<file path="src/rtl/sdram_rd_burst_ctrl_pkg.sv">
// sdram_rd_burst_ctrl_pkg: SDRAM command type and {CS_n,RAS_n,CAS_n,WE_n} encodings shared by the read engine
package sdram_rd_burst_ctrl_pkg;
  typedef logic [3:0] sdram_cmd_t;
  localparam sdram_cmd_t CMD_NOP  = 4'b0111;
  localparam sdram_cmd_t CMD_ACT  = 4'b0011;
  localparam sdram_cmd_t CMD_READ = 4'b0101;
  localparam sdram_cmd_t CMD_BST  = 4'b0110;
  localparam sdram_cmd_t CMD_PRE  = 4'b0010;
endpackage

</file>
<file path="src/rtl/sdram_rd_lat_pipe.sv">
// sdram_rd_lat_pipe: CAS-latency shift of the word-issued flag plus output data register (in: clk, rst, word_issued, din; out: valid, dout)
module sdram_rd_lat_pipe #(
  parameter int CAS_LAT = 3,
  parameter int DATA_W  = 16
) (
  input  logic              clk,
  input  logic              rst,
  input  logic              word_issued,
  input  logic [DATA_W-1:0] din,
  output logic              valid,
  output logic [DATA_W-1:0] dout
);
  logic [CAS_LAT-1:0] pipe_q, pipe_d;
  logic               valid_q, valid_d;
  logic [DATA_W-1:0]  dout_q, dout_d;
  always_comb begin
    pipe_d  = CAS_LAT'({pipe_q, word_issued});
    valid_d = pipe_q[CAS_LAT-1];
    dout_d  = pipe_q[CAS_LAT-1] ? din : dout_q;
  end
  always_ff @(posedge clk) begin
    if (rst) begin
      pipe_q  <= '0;
      valid_q <= 1'b0;
      dout_q  <= '0;
    end else begin
      pipe_q  <= pipe_d;
      valid_q <= valid_d;
      dout_q  <= dout_d;
    end
  end
  assign valid = valid_q;
  assign dout  = dout_q;
endmodule

</file>
<file path="src/rtl/sdram_rd_burst_ctrl.sv">
// sdram_rd_burst_ctrl: full-page-burst SDRAM read engine ACT->READ->BST->PRE (in: rd_en/rd_addr/rd_burst_len/rd_abort/rd_sdram_data; out: rd_ack/rd_end/rd_data_valid/rd_data_out/rd_words_done/rd_sdram_cmd/addr/bank)
module sdram_rd_burst_ctrl #(
  parameter int DATA_W  = 16,
  parameter int ROW_W   = 12,
  parameter int COL_W   = 9,
  parameter int BANK_W  = 2,
  parameter int LEN_W   = 10,
  parameter int CAS_LAT = 3,
  parameter int T_RCD   = 2,
  parameter int T_RP    = 2,
  localparam int ADDR_W = BANK_W + ROW_W + COL_W
) (
  input  logic              sys_clk,
  input  logic              sys_rst,
  input  logic              init_end,
  input  logic              rd_en,
  input  logic [ADDR_W-1:0] rd_addr,
  input  logic [LEN_W-1:0]  rd_burst_len,
  input  logic              rd_abort,
  input  logic [DATA_W-1:0] rd_sdram_data,
  output logic              rd_ack,
  output logic              rd_end,
  output logic              rd_data_valid,
  output logic [DATA_W-1:0] rd_data_out,
  output logic [LEN_W-1:0]  rd_words_done,
  output logic [3:0]        rd_sdram_cmd,
  output logic [ROW_W-1:0]  rd_sdram_addr,
  output logic [BANK_W-1:0] rd_sdram_bank
);
  import sdram_rd_burst_ctrl_pkg::*;
  localparam int WAIT_W = 8;
  localparam logic [LEN_W-1:0] PAGE = LEN_W'(2 ** COL_W);
  localparam logic [ROW_W-1:0] A10 = ROW_W'(1 << 10);
  localparam logic [3:0] S_IDLE  = 4'd0;
  localparam logic [3:0] S_ACT   = 4'd1;
  localparam logic [3:0] S_TRCD  = 4'd2;
  localparam logic [3:0] S_RD    = 4'd3;
  localparam logic [3:0] S_BURST = 4'd4;
  localparam logic [3:0] S_BST   = 4'd5;
  localparam logic [3:0] S_DRAIN = 4'd6;
  localparam logic [3:0] S_PRE   = 4'd7;
  localparam logic [3:0] S_TRP   = 4'd8;
  localparam logic [3:0] S_END   = 4'd9;
  logic [3:0]        state_q, state_d;
  logic [BANK_W-1:0] bank_q, bank_d;
  logic [ROW_W-1:0]  row_q, row_d;
  logic [COL_W-1:0]  col_q, col_d;
  logic [LEN_W-1:0]  len_q, len_d;
  logic [LEN_W-1:0]  cnt_burst_q, cnt_burst_d;
  logic [WAIT_W-1:0] cnt_wait_q, cnt_wait_d;
  logic [LEN_W-1:0]  words_done_q, words_done_d;
  logic              word_issued;
  sdram_cmd_t        cmd;
  always_comb begin
    state_d      = state_q;
    bank_d       = bank_q;
    row_d        = row_q;
    col_d        = col_q;
    len_d        = len_q;
    cnt_burst_d  = cnt_burst_q;
    cnt_wait_d   = cnt_wait_q;
    unique case (state_q)
      S_IDLE: if (rd_en && init_end && rd_burst_len != '0) begin
        state_d               = S_ACT;
        {bank_d, row_d, col_d} = rd_addr;
        len_d                 = rd_burst_len > PAGE ? PAGE : rd_burst_len;
        cnt_burst_d           = '0;
      end
      S_ACT: begin
        state_d    = T_RCD == 1 ? S_RD : S_TRCD;
        cnt_wait_d = WAIT_W'(T_RCD - 2);
      end
      S_TRCD: begin
        state_d    = cnt_wait_q == '0 ? S_RD : S_TRCD;
        cnt_wait_d = cnt_wait_q - WAIT_W'(1);
      end
      S_RD, S_BURST: begin
        cnt_burst_d = cnt_burst_q + LEN_W'(1);
        state_d     = (cnt_burst_d == len_q || (state_q == S_BURST && rd_abort)) ? S_BST : S_BURST;
      end
      S_BST: begin
        state_d    = S_DRAIN;
        cnt_wait_d = WAIT_W'(CAS_LAT);
      end
      S_DRAIN: begin
        state_d    = cnt_wait_q == '0 ? S_PRE : S_DRAIN;
        cnt_wait_d = cnt_wait_q - WAIT_W'(1);
      end
      S_PRE: begin
        state_d    = T_RP == 1 ? S_END : S_TRP;
        cnt_wait_d = WAIT_W'(T_RP - 2);
      end
      S_TRP: begin
        state_d    = cnt_wait_q == '0 ? S_END : S_TRP;
        cnt_wait_d = cnt_wait_q - WAIT_W'(1);
      end
      S_END: state_d = S_IDLE;
      default: state_d = S_IDLE;
    endcase
    words_done_d = state_d == S_END ? cnt_burst_q : words_done_q;
  end
  always_ff @(posedge sys_clk) begin
    if (sys_rst) begin
      state_q      <= S_IDLE;
      bank_q       <= '0;
      row_q        <= '0;
      col_q        <= '0;
      len_q        <= '0;
      cnt_burst_q  <= '0;
      cnt_wait_q   <= '0;
      words_done_q <= '0;
    end else begin
      state_q      <= state_d;
      bank_q       <= bank_d;
      row_q        <= row_d;
      col_q        <= col_d;
      len_q        <= len_d;
      cnt_burst_q  <= cnt_burst_d;
      cnt_wait_q   <= cnt_wait_d;
      words_done_q <= words_done_d;
    end
  end
  assign word_issued   = state_q == S_RD || state_q == S_BURST;
  assign cmd           = state_q == S_ACT ? CMD_ACT :
                         state_q == S_RD  ? CMD_READ :
                         state_q == S_BST ? CMD_BST :
                         state_q == S_PRE ? CMD_PRE : CMD_NOP;
  assign rd_sdram_cmd  = cmd;
  assign rd_sdram_addr = cmd == CMD_ACT  ? row_q :
                         cmd == CMD_READ ? ROW_W'(col_q) & ~A10 :
                         cmd == CMD_PRE  ? '0 : '1;
  assign rd_sdram_bank = cmd == CMD_NOP || cmd == CMD_BST ? '1 : bank_q;
  assign rd_ack        = state_q != S_IDLE;
  assign rd_end        = state_q == S_END;
  assign rd_words_done = words_done_q;
  sdram_rd_lat_pipe #(.CAS_LAT(CAS_LAT), .DATA_W(DATA_W)) u_pipe (
    .clk         (sys_clk),
    .rst         (sys_rst),
    .word_issued (word_issued),
    .din         (rd_sdram_data),
    .valid       (rd_data_valid),
    .dout        (rd_data_out)
  );
endmodule

</file>
<file path="config.mk">
export PLATFORM = sky130hd
export DESIGN_NAME = sdram_rd_burst_ctrl
export DESIGN_NICKNAME = d
export VERILOG_FILES = /design/src/rtl/sdram_rd_burst_ctrl_pkg.sv /design/src/rtl/sdram_rd_lat_pipe.sv /design/src/rtl/sdram_rd_burst_ctrl.sv
export SDC_FILE = /design/constraint.sdc
export NUM_CORES = 1
export LEC_CHECK = 0
export BUFFER_PORTS_ARGS = -buffer_cell sky130_fd_sc_hd__buf_2
export CAP_MARGIN = 20
export CORE_ASPECT_RATIO = 0.75
export CORE_MARGIN = 2
export CORE_UTILIZATION = 49
export CTS_CLUSTER_DIAMETER = 40
export DETAILED_ROUTE_END_ITERATION = 16
export PLACE_DENSITY = 0.77
export SYNTH_ARGS = -nofsm -noshare
export SYNTH_HDL_FRONTEND = slang
export SYNTH_HIERARCHICAL = 1
export SYNTH_SLANG_ARGS = --single-unit
</file>
<file path="constraint.sdc">
create_clock -name sys_clk -period 2.1 [get_ports sys_clk]
set_clock_uncertainty 0.05 [all_clocks]
set_input_delay 0 -clock sys_clk [delete_from_list [all_inputs] [get_ports sys_clk]]
set_output_delay 0 -clock sys_clk [all_outputs]
set_load 0.005 [all_outputs]
</file>
## After elaboration in Yosys (flattened, before gate mapping)

Cells that the tools add are included.

- Register bits after elaboration: 85
- Input bits: 54
- Word-level logic and storage cells: 66
- Output and inout port bits: 47

- Reductions and logical operators: 17
- Add/sub/neg operators: 2
- Mux-type cells: 18
- Equal/unequal tests: 17
- $lt $le $gt $ge: 1

Operator list:

| operator | count |
|---|---|
| $mux W12 | 3 |
| $pmux W4 S8 | 1 |
| $pmux W8 S3 | 1 |
| $mux W10 | 2 |
| $pmux W10 S2 | 1 |
| $eq A4 B3 Y1 const B | 4 |
| $eq A4 B4 Y1 const B | 3 |
| $mux W3 | 4 |
| $add A10 B1 Y10 const B | 1 |
| $eq A10 B10 Y1 | 1 |
| $gt A10 B10 Y1 const B | 1 |
| $reduce_bool A10 Y1 | 1 |
| $eq A3 B3 Y1 const B | 3 |
| $eq A4 B2 Y1 const B | 2 |
| $logic_not A8 Y1 | 1 |
| $sub A8 B1 Y8 const B | 1 |
| $eq A3 B2 Y1 const B | 2 |
| $eq A4 B1 Y1 const B | 1 |
| $logic_not A4 Y1 | 1 |
| $mux W1 | 4 |
| $mux W4 | 1 |
| $reduce_and A2 Y1 | 2 |
| $reduce_bool A4 Y1 | 1 |
| $reduce_or A2 Y1 | 2 |
| other kinds (7) | 11 |

## Depth between registers and ports, before layout

Gate-level depths: netlist of run 1.

- Depth after elaboration: 9
- Depth in mapped cells: 9
- Mapped depth without buffers: 8

## Modules after synthesis

The synthesis of run 1 kept the hierarchy.

By module, submodules not included:

| module | instances | area each (um^2) | cells each |
|---|---|---|---|
| sdram_rd_burst_ctrl | 1 | 3627.2 | 469 |
| sdram_rd_lat_pipe | 1 | 684.4 | 60 |

## Least setup slack after synthesis of run 1

No wires, ideal clock.

- Path type: register to register
- From: reg cnt_burst_q[1]
- To: reg words_done_q[3] (netlist: rd_words_done[3])
- Path slack: -0.016 ns
- Data arrival time: 1.931 ns
- Buffers on the path: 2
- Period minus slack after synthesis: 2.116 ns
- Required time: 1.915 ns
- Stages on the path, launching flop included: 10
- Cells stage by stage: dfxtp_1 ha_1 buf_6 and3_4 a21boi_0 o211a_1 o2111ai_1 nor4_2 buf_6 o22ai_1

- Longest elaborated chain between the ends: 6

Ends and longest elaborated chain:

| element | RTL line | source |
|---|---|---|
| from (decl) | sdram_rd_burst_ctrl.sv:49 | `logic [LEN_W-1:0] cnt_burst_q, cnt_burst_d;` |
| from (signal assigned) | sdram_rd_burst_ctrl.sv:118 | `cnt_burst_q <= cnt_burst_d;` |
| $add A10 B1 Y10 | sdram_rd_burst_ctrl.sv:78 | `cnt_burst_d = cnt_burst_q + LEN_W'(1);` |
| $eq A10 B10 Y1 | sdram_rd_burst_ctrl.sv:79 | `state_d = (cnt_burst_d == len_q \|\| (state_q == S_BURST && rd_abort)) ? S_BST : S_BURST;` |
| $logic_or A1 B1 Y1 | sdram_rd_burst_ctrl.sv:79 |  |
| $mux W1 | sdram_rd_burst_ctrl.sv:79 |  |
| $pmux W4 S8 | sdram_rd_burst_ctrl.sv:62 | `unique case (state_q)` |
| $eq A4 B4 Y1 | sdram_rd_burst_ctrl.sv:100 | `words_done_d = state_d == S_END ? cnt_burst_q : words_done_q;` |
| to (signal assigned) | sdram_rd_burst_ctrl.sv:120 | `words_done_q <= words_done_d;` |
| to (decl) | sdram_rd_burst_ctrl.sv:51 | `logic [LEN_W-1:0] words_done_q, words_done_d;` |

No other way between the ends.
A chain may end at the register's enable or synchronous reset.

## Worst setup path after layout of run 1

- From: reg cnt_burst_q[1]
- To: reg words_done_q[6] (netlist: rd_words_done[6])

The elaborated chain is that of the path after synthesis.

==> metrics.cfg, run 1 <==
[run_status]
status = finished, violations left
violations = negative setup slack

[route]
drtIter0Drc = 422
routed_wl_mm = 12.5
num_vias = 4438
wire_per_inst_um = 15.7
viasPerCell = 5.56
first_pass_iters = 5
drcViolationCount = 0
ant_nets = 0

[floorplanning]
die_y_um = 85.2
coreArea_um2 = 8490
num_rows = 29
ios = 101
die_w_um = 112
die-area_um2 = 9570
initial_core_util_pct = 50.8

[logic_synthesis]
synth_ff_type = dfxtp_1
synthXorXnorAreaFrac_pct = 3.86
synthSimpleGateAreaFrac_pct = 25.5
yosys_warnings = 6
synth_mux_area_share_pct = 4.18
synthCells = 529
synth.distinct_cells = 64
synth_top_family_by_area = simple AND/OR/NAND/NOR gates
ys_ff_latch = 85
synth_edf_count = 0
syn_nets = 586
synth-compound-area-share_pct = 18.5
async_flop_share_pct = 0
syn_avg_cell_area_um2 = 8.15
synth-adder-area-share_pct = 0.871
syn-cell-area_um2 = 4310
yosysSeqAreaShare_pct = 39.5

[clocking]
cts_max_level = 3
clk-insertion-delay-late_ns = 0.34
clk_pin_slew_ns = 0.06
cts_num_sinks = 85
cts_buffers = 9
cts_tree = done
cts.path.max_buffers = 2
root_buffer = clkbuf_16

[power_and_ir_drop]
internal-power_mw = 3.13
finalPower_mw = 4.34
power_density_nw_per_um2 = 740
p_switching_mw = 1.21
p_leak_nw = 2.32
p_clk_share_pct = 38.4
p_seq_share_pct = 40.9
pwr-share-comb_pct = 20.7
irDropWorstVdd_uv = 651
switching_share_pct = 27.8

[setup_path]
crit_fanout = 5
cp-end-kind = flip-flop
worstSetupPathType = reg2reg
worstSetupStartpointType = flip-flop
critPathLaunch = cnt_burst_q[1]
arrival_ns = 2.26
reg2reg_depth = 9
max_stage_delay_ns = 0.35
cp_cell_sequence = ha_4 > nand3_2 > buf_4 > xnor2_1 > o21ai_1 > o311ai_1 > nor4_4 > buf_4 > o22ai_2
path_depth = 9
critPathMostFrequentCell = buf_4
crit_family = compound AO/OA/AOI/OAI gates
r2r-start = cnt_burst_q[1]
worstPathBufferInverterCount = 2
slowest_stage = dfxtp_2
required_ns = 2.26

[layout]
multiInputGateArea_um2 = 2380
final_nets = 741
fin_area_um2 = 5870
drive_above_1_share_pct = 27.6
syn2layout_area_growth_pct = 36.1
fill_cells = 656
final_cell_mix = 99 x buf_2, 83 x nand2_1, 80 x dfxtp_1
layout_commonest_cell = buf_2
fin_util_pct = 69.1
seqCellArea_um2 = 1710

[grt]
grt_max_degree = 40
grt_util_all_layers_pct = 25.8
grt_first_pass_wirelength_mm = 19.9
antenna_found_initial = 0
overflow = 0
grt_pass1_vias = 4086

[flow_run]
drv_cap = 0

[sta]
min_period_ns = 2.10
clock.fmax_ghz = 0.476
setup_ws_ns = -0.00147
slew_violations = 0
fin_crit_sh_pct = 100
tightestPinTransition_ns = 0.549
setup-violations-final = 1
slew-limit-headroom_pct = 62.8
holdWs_ns = 0.0498
finalHoldViolations = 0

[place]
port_buffers = 99
hpwlAfterDp_mm = 8.10
gp_congestion = 0.878
dpl_cell_area_um2 = 4930

[min_path]
whs_path_depth = 2
worstHoldStart = sys_rst
min_path_type = in2reg

## what timing repair did
item	CTS	global route
resized for setup	11	18
setup buffers	0	2
endpoints found under the setup margin	11	18
cloned	1	0
hold endpoints to repair	49	0
hold buffers	49	0
pin swaps	3	8
## area by class of cell
class,instances,share of cell area (%)
Multi-Input combinational cell,390,40.6
Sequential cell,85,29.1
Timing Repair Buffer,184,21.7
Clock buffer,13,4.61
Tap cell,108,2.30
Inverter,14,0.981
Clock inverter,3,0.725
Antenna cell,1,0.0426
## synthesized netlist by cell type (4+ instances only)
cell	instances	area share, %
nand4b_1	5	1.0
nor2b_1	9	1.3
nand2_1	83	7.2
and2_1	10	1.5
a31oi_1	11	1.6
o22ai_2	6	1.7
mux2i_1	18	4.2
dfxtp_1	85	39
buf_6	7	1.8
clkbuf_1	20	1.7
inv_1	13	1.1
buf_4	6	1.0
o21ai_0	32	3.7
xnor2_1	10	2.0
nand3_1	12	1.4
a22oi_1	5	0.87
xor2_1	9	1.8
o22ai_1	4	0.58
buf_2	4	0.46
nor3_1	12	1.4
a21oi_1	49	5.7
nand2b_1	7	1.0
nor2_1	50	4.4
## through the flow
stage	setup slack [ns]	cells	setup TNS, ns
3_5_place_dp	-0.0824	729	-0.782
6_report	-0.00147	798	-0.00147
3_3_place_gp	0.0251	729	0
5_1_grt	-0.0945	797	-0.809
2_1_floorplan	0.00210	529	0
4_1_cts	0.00249	795	0
## registers in the layout, summed over array words and instances (netlist names)
signal / flops
len_q: 10
rd_words_done: 10
row_q: 12
cnt_burst_q: 10
u_pipe/pipe_q: 3
u_pipe/valid: 1
u_pipe/dout: 16
state_q: 4
cnt_wait_q: 8
bank_q: 2
col_q: 9
## metal layers
metal / GRT usage (%) / up-vias / wire (um)
li1: - / 2138 / -
met3: 5.21 / 31 / 765
met4: 9.87 / 0 / 314
met5: 0 / - / 0
met2: 41.9 / 175 / 6030
met1: 34.0 / 2094 / 5440
## path summary, 6_finish.rpt
path	slack, ns	endpoint
max reg2reg	-0.001	rd_words_done[6]
min reg2reg	0.40	u_pipe/pipe_q[1]
max	-0.001	rd_words_done[6]
min	0.05	state_q[3]
## kinds of logic (layout without fill, tap and decap cells)
| family | Yosys count | after routing |
|---|---|---|
| and+or+nand+nor | 219 | 219 |
| AOI/OAI and AO/OA | 130 | 130 |
| DFF | 85 | 85 |
| buffers and inverters | 54 | 214 |
| xor gates and xnor gates | 19 | 19 |
| muxes | 18 | 18 |
| adders and majority gates | 3 | 3 |
| other | 1 | 2 |
## power groups by stage
| stage | registers [mW] | clock network (mW) | logic, mW |
|---|---|---|---|
| final | 1.77 | 1.67 | 0.900 |
| after global placement | 1.80 | 0 | 0.759 |
| after CTS | 1.77 | 1.68 | 0.856 |
| after global routing | 1.79 | 1.75 | 0.986 |
| after detailed placement | 1.81 | 0 | 0.775 |
| after floorplan | 1.79 | 0 | 0.579 |
Note: power is estimated with default switching activity, not from simulation.
==> run 2: changes to the inputs <==
- REMOVE_ABC_BUFFERS: not set -> 1
==> metrics.cfg, run 2 (synthesis results as in run 1) <==
[layout]
largest_register_ff_count = 16  ; unchanged
layout_commonest_cell = buf_2
multiInputGateArea_um2 = 2420  ; +1.6%
fill_cells = 657  ; +0.15%
final_cell_mix = 99 x buf_2, 83 x nand2_1, 78 x dfxtp_1
antenna_cells = 0  ; -1
fin_util_pct = 70.3  ; +1.1 points
drive_above_1_share_pct = 29.2  ; +1.6 points
seqCellArea_um2 = 1720  ; +0.73%
final_nets = 747  ; +0.81%
fin_area_um2 = 5970  ; +1.7%
syn2layout_area_growth_pct = 38.4

[sta]
clock.fmax_ghz = 0.481  ; +0.98%
holdWs_ns = 0.169  ; +0.119 ns
setup-violations-final = 0  ; -1
tightestPinTransition_ns = 0.780  ; +0.231 ns
finalHoldViolations = 0  ; unchanged
slew-limit-headroom_pct = 48.0  ; -15 points
fin_crit_sh_pct = 99.1  ; -0.97 points
setup_ws_ns = 0.0190  ; +0.0205 ns
min_period_ns = 2.08  ; -0.0205 ns
slew_violations = 0  ; unchanged
rsz0062_at_grt = true

[floorplanning]
coreArea_um2 = 8490  ; unchanged
die-area_um2 = 9570  ; unchanged
ios = 101  ; unchanged
die_w_um = 112  ; unchanged
die_y_um = 85.2  ; unchanged
num_rows = 29  ; unchanged
initial_core_util_pct = 50.8  ; unchanged

[grt]
grt_max_degree = 40  ; unchanged
overflow = 0  ; unchanged
grt_first_pass_wirelength_mm = 19.4  ; -2.8%
grt_pass1_vias = 4073  ; -0.32%
antenna_found_initial = 0  ; unchanged
grt_util_all_layers_pct = 25.1  ; -0.71 points

[route]
viasPerCell = 5.42  ; -2.5%
wire_per_inst_um = 15.0  ; -4.6%
drcViolationCount = 0  ; unchanged
ant_nets = 0  ; unchanged
num_vias = 4356  ; -1.8%
first_pass_iters = 5  ; unchanged
drtIter0Drc = 305  ; -28%
routed_wl_mm = 12.0  ; -4.0%

[place]
gp_congestion = 0.943  ; +7.5%
port_buffers = 99  ; unchanged
dpl_cell_area_um2 = 4940  ; +0.36%
hpwlAfterDp_mm = 7.85  ; -3.1%
place_ws_ns = -0.0317  ; +0.0507 ns

[setup_path]
worstSetupPathType = reg2reg
required_ns = 2.28  ; +0.02 ns
crit_fanout = 6  ; +1
cp-end-kind = flip-flop
worstSetupStartpointType = flip-flop
arrival_ns = 2.26  ; about the same

[flow_run]
drv_cap = 0  ; unchanged

[power_and_ir_drop]
finalPower_mw = 4.26  ; -1.8%
p_leak_nw = 2.37  ; +2.1%
irDropWorstVdd_uv = 657  ; +0.84%
power_density_nw_per_um2 = 714  ; -3.4%

[clocking]
cts_tree = done
clk-insertion-delay-late_ns = 0.34  ; about the same
cts.path.max_buffers = 2  ; unchanged
clk_pin_slew_ns = 0.06  ; about the same
cts_num_sinks = 85  ; unchanged
cts_max_level = 3  ; unchanged
root_buffer = clkbuf_16
cts_buffers = 9  ; unchanged

[min_path]
min_path_type = in2reg

[run_status]
status = finished, final reports clean

## run 2: cell types whose count changed in the layout (fill, tap and decap cells not counted), moves of 2 or more
cell / change
dfxtp_2: -2
buf_6: +6
inv_6: +2
clkbuf_8: -3
dfxtp_4: +4
clkinv_2: +2
dfxtp_1: -2
## run 2: final cells by class
class | instances | share of cell area, %
Multi-Input combinational cell | 390 | 40.5
Sequential cell | 85 | 28.8
Timing Repair Buffer | 190 | 22.5
Clock buffer | 9 | 3.78
Tap cell | 108 | 2.27
Clock inverter | 7 | 1.22
Inverter | 14 | 0.902
## run 2: power breakdown
group / switching, mW / leakage (nW) / total [mW] / internal (mW)
Combinational: 0.482 / 1.54 / 0.899 / 0.417
Clock: 0.667 / 0.142 / 1.59 / 0.925
Sequential: 0.0754 / 0.693 / 1.77 / 1.70
## run 2: timing repair
| item | 4_1_cts | 5_1_grt |
|---|---|---|
| resized for setup | 6 | 43 |
| endpoints found under the setup margin | 11 | 42 |
| pin swaps | 1 | 17 |
| cloned | 1 | 0 |
| buffers inserted | 0 | 5 |
| hold buffers | 49 | 0 |
| endpoints found under the hold margin | 49 | 0 |
## run 2: path summary, 6_finish.rpt
kind	cells after the start	slack (ns)	to	start
worst min register to register	2	0.40	col_q[2]	col_q[2]
worst max register to register	9	0.02	rd_words_done[1]	cnt_burst_q[1]
worst min-delay path	2	0.17	u_pipe/dout[9]	sys_rst
worst max-delay path	9	0.02	rd_words_done[1]	cnt_burst_q[1]
## run 2: worst max-delay path, stage by stage, from the launching register on
cell     delay (ns)
dfxtp_4        0.36
ha_4           0.16
nand3_4        0.08
buf_6          0.13
o21a_1         0.17
o32ai_2        0.25
a21oi_2        0.11
nor4_4         0.38
buf_6          0.19
o22ai_2        0.07
## run 2: per-stage QoR
stage	std cells	TNS, ns
after floorplan	489	-13.70
after global placement	732	-0.0290
after detailed placement	732	-0.233
after CTS	798	0
after global routing	803	-0.474
final	803	0
## run 2: routing by layer
layer / routed length, um / GRT usage (%) / vias up
met1: 5560 / 33.5 / 2009
met3: 908 / 6.86 / 17
met5: 0 / 0 / -
li1: - / - / 2143
met2: 5430 / 39.8 / 187
met4: 154 / 7.98 / 0
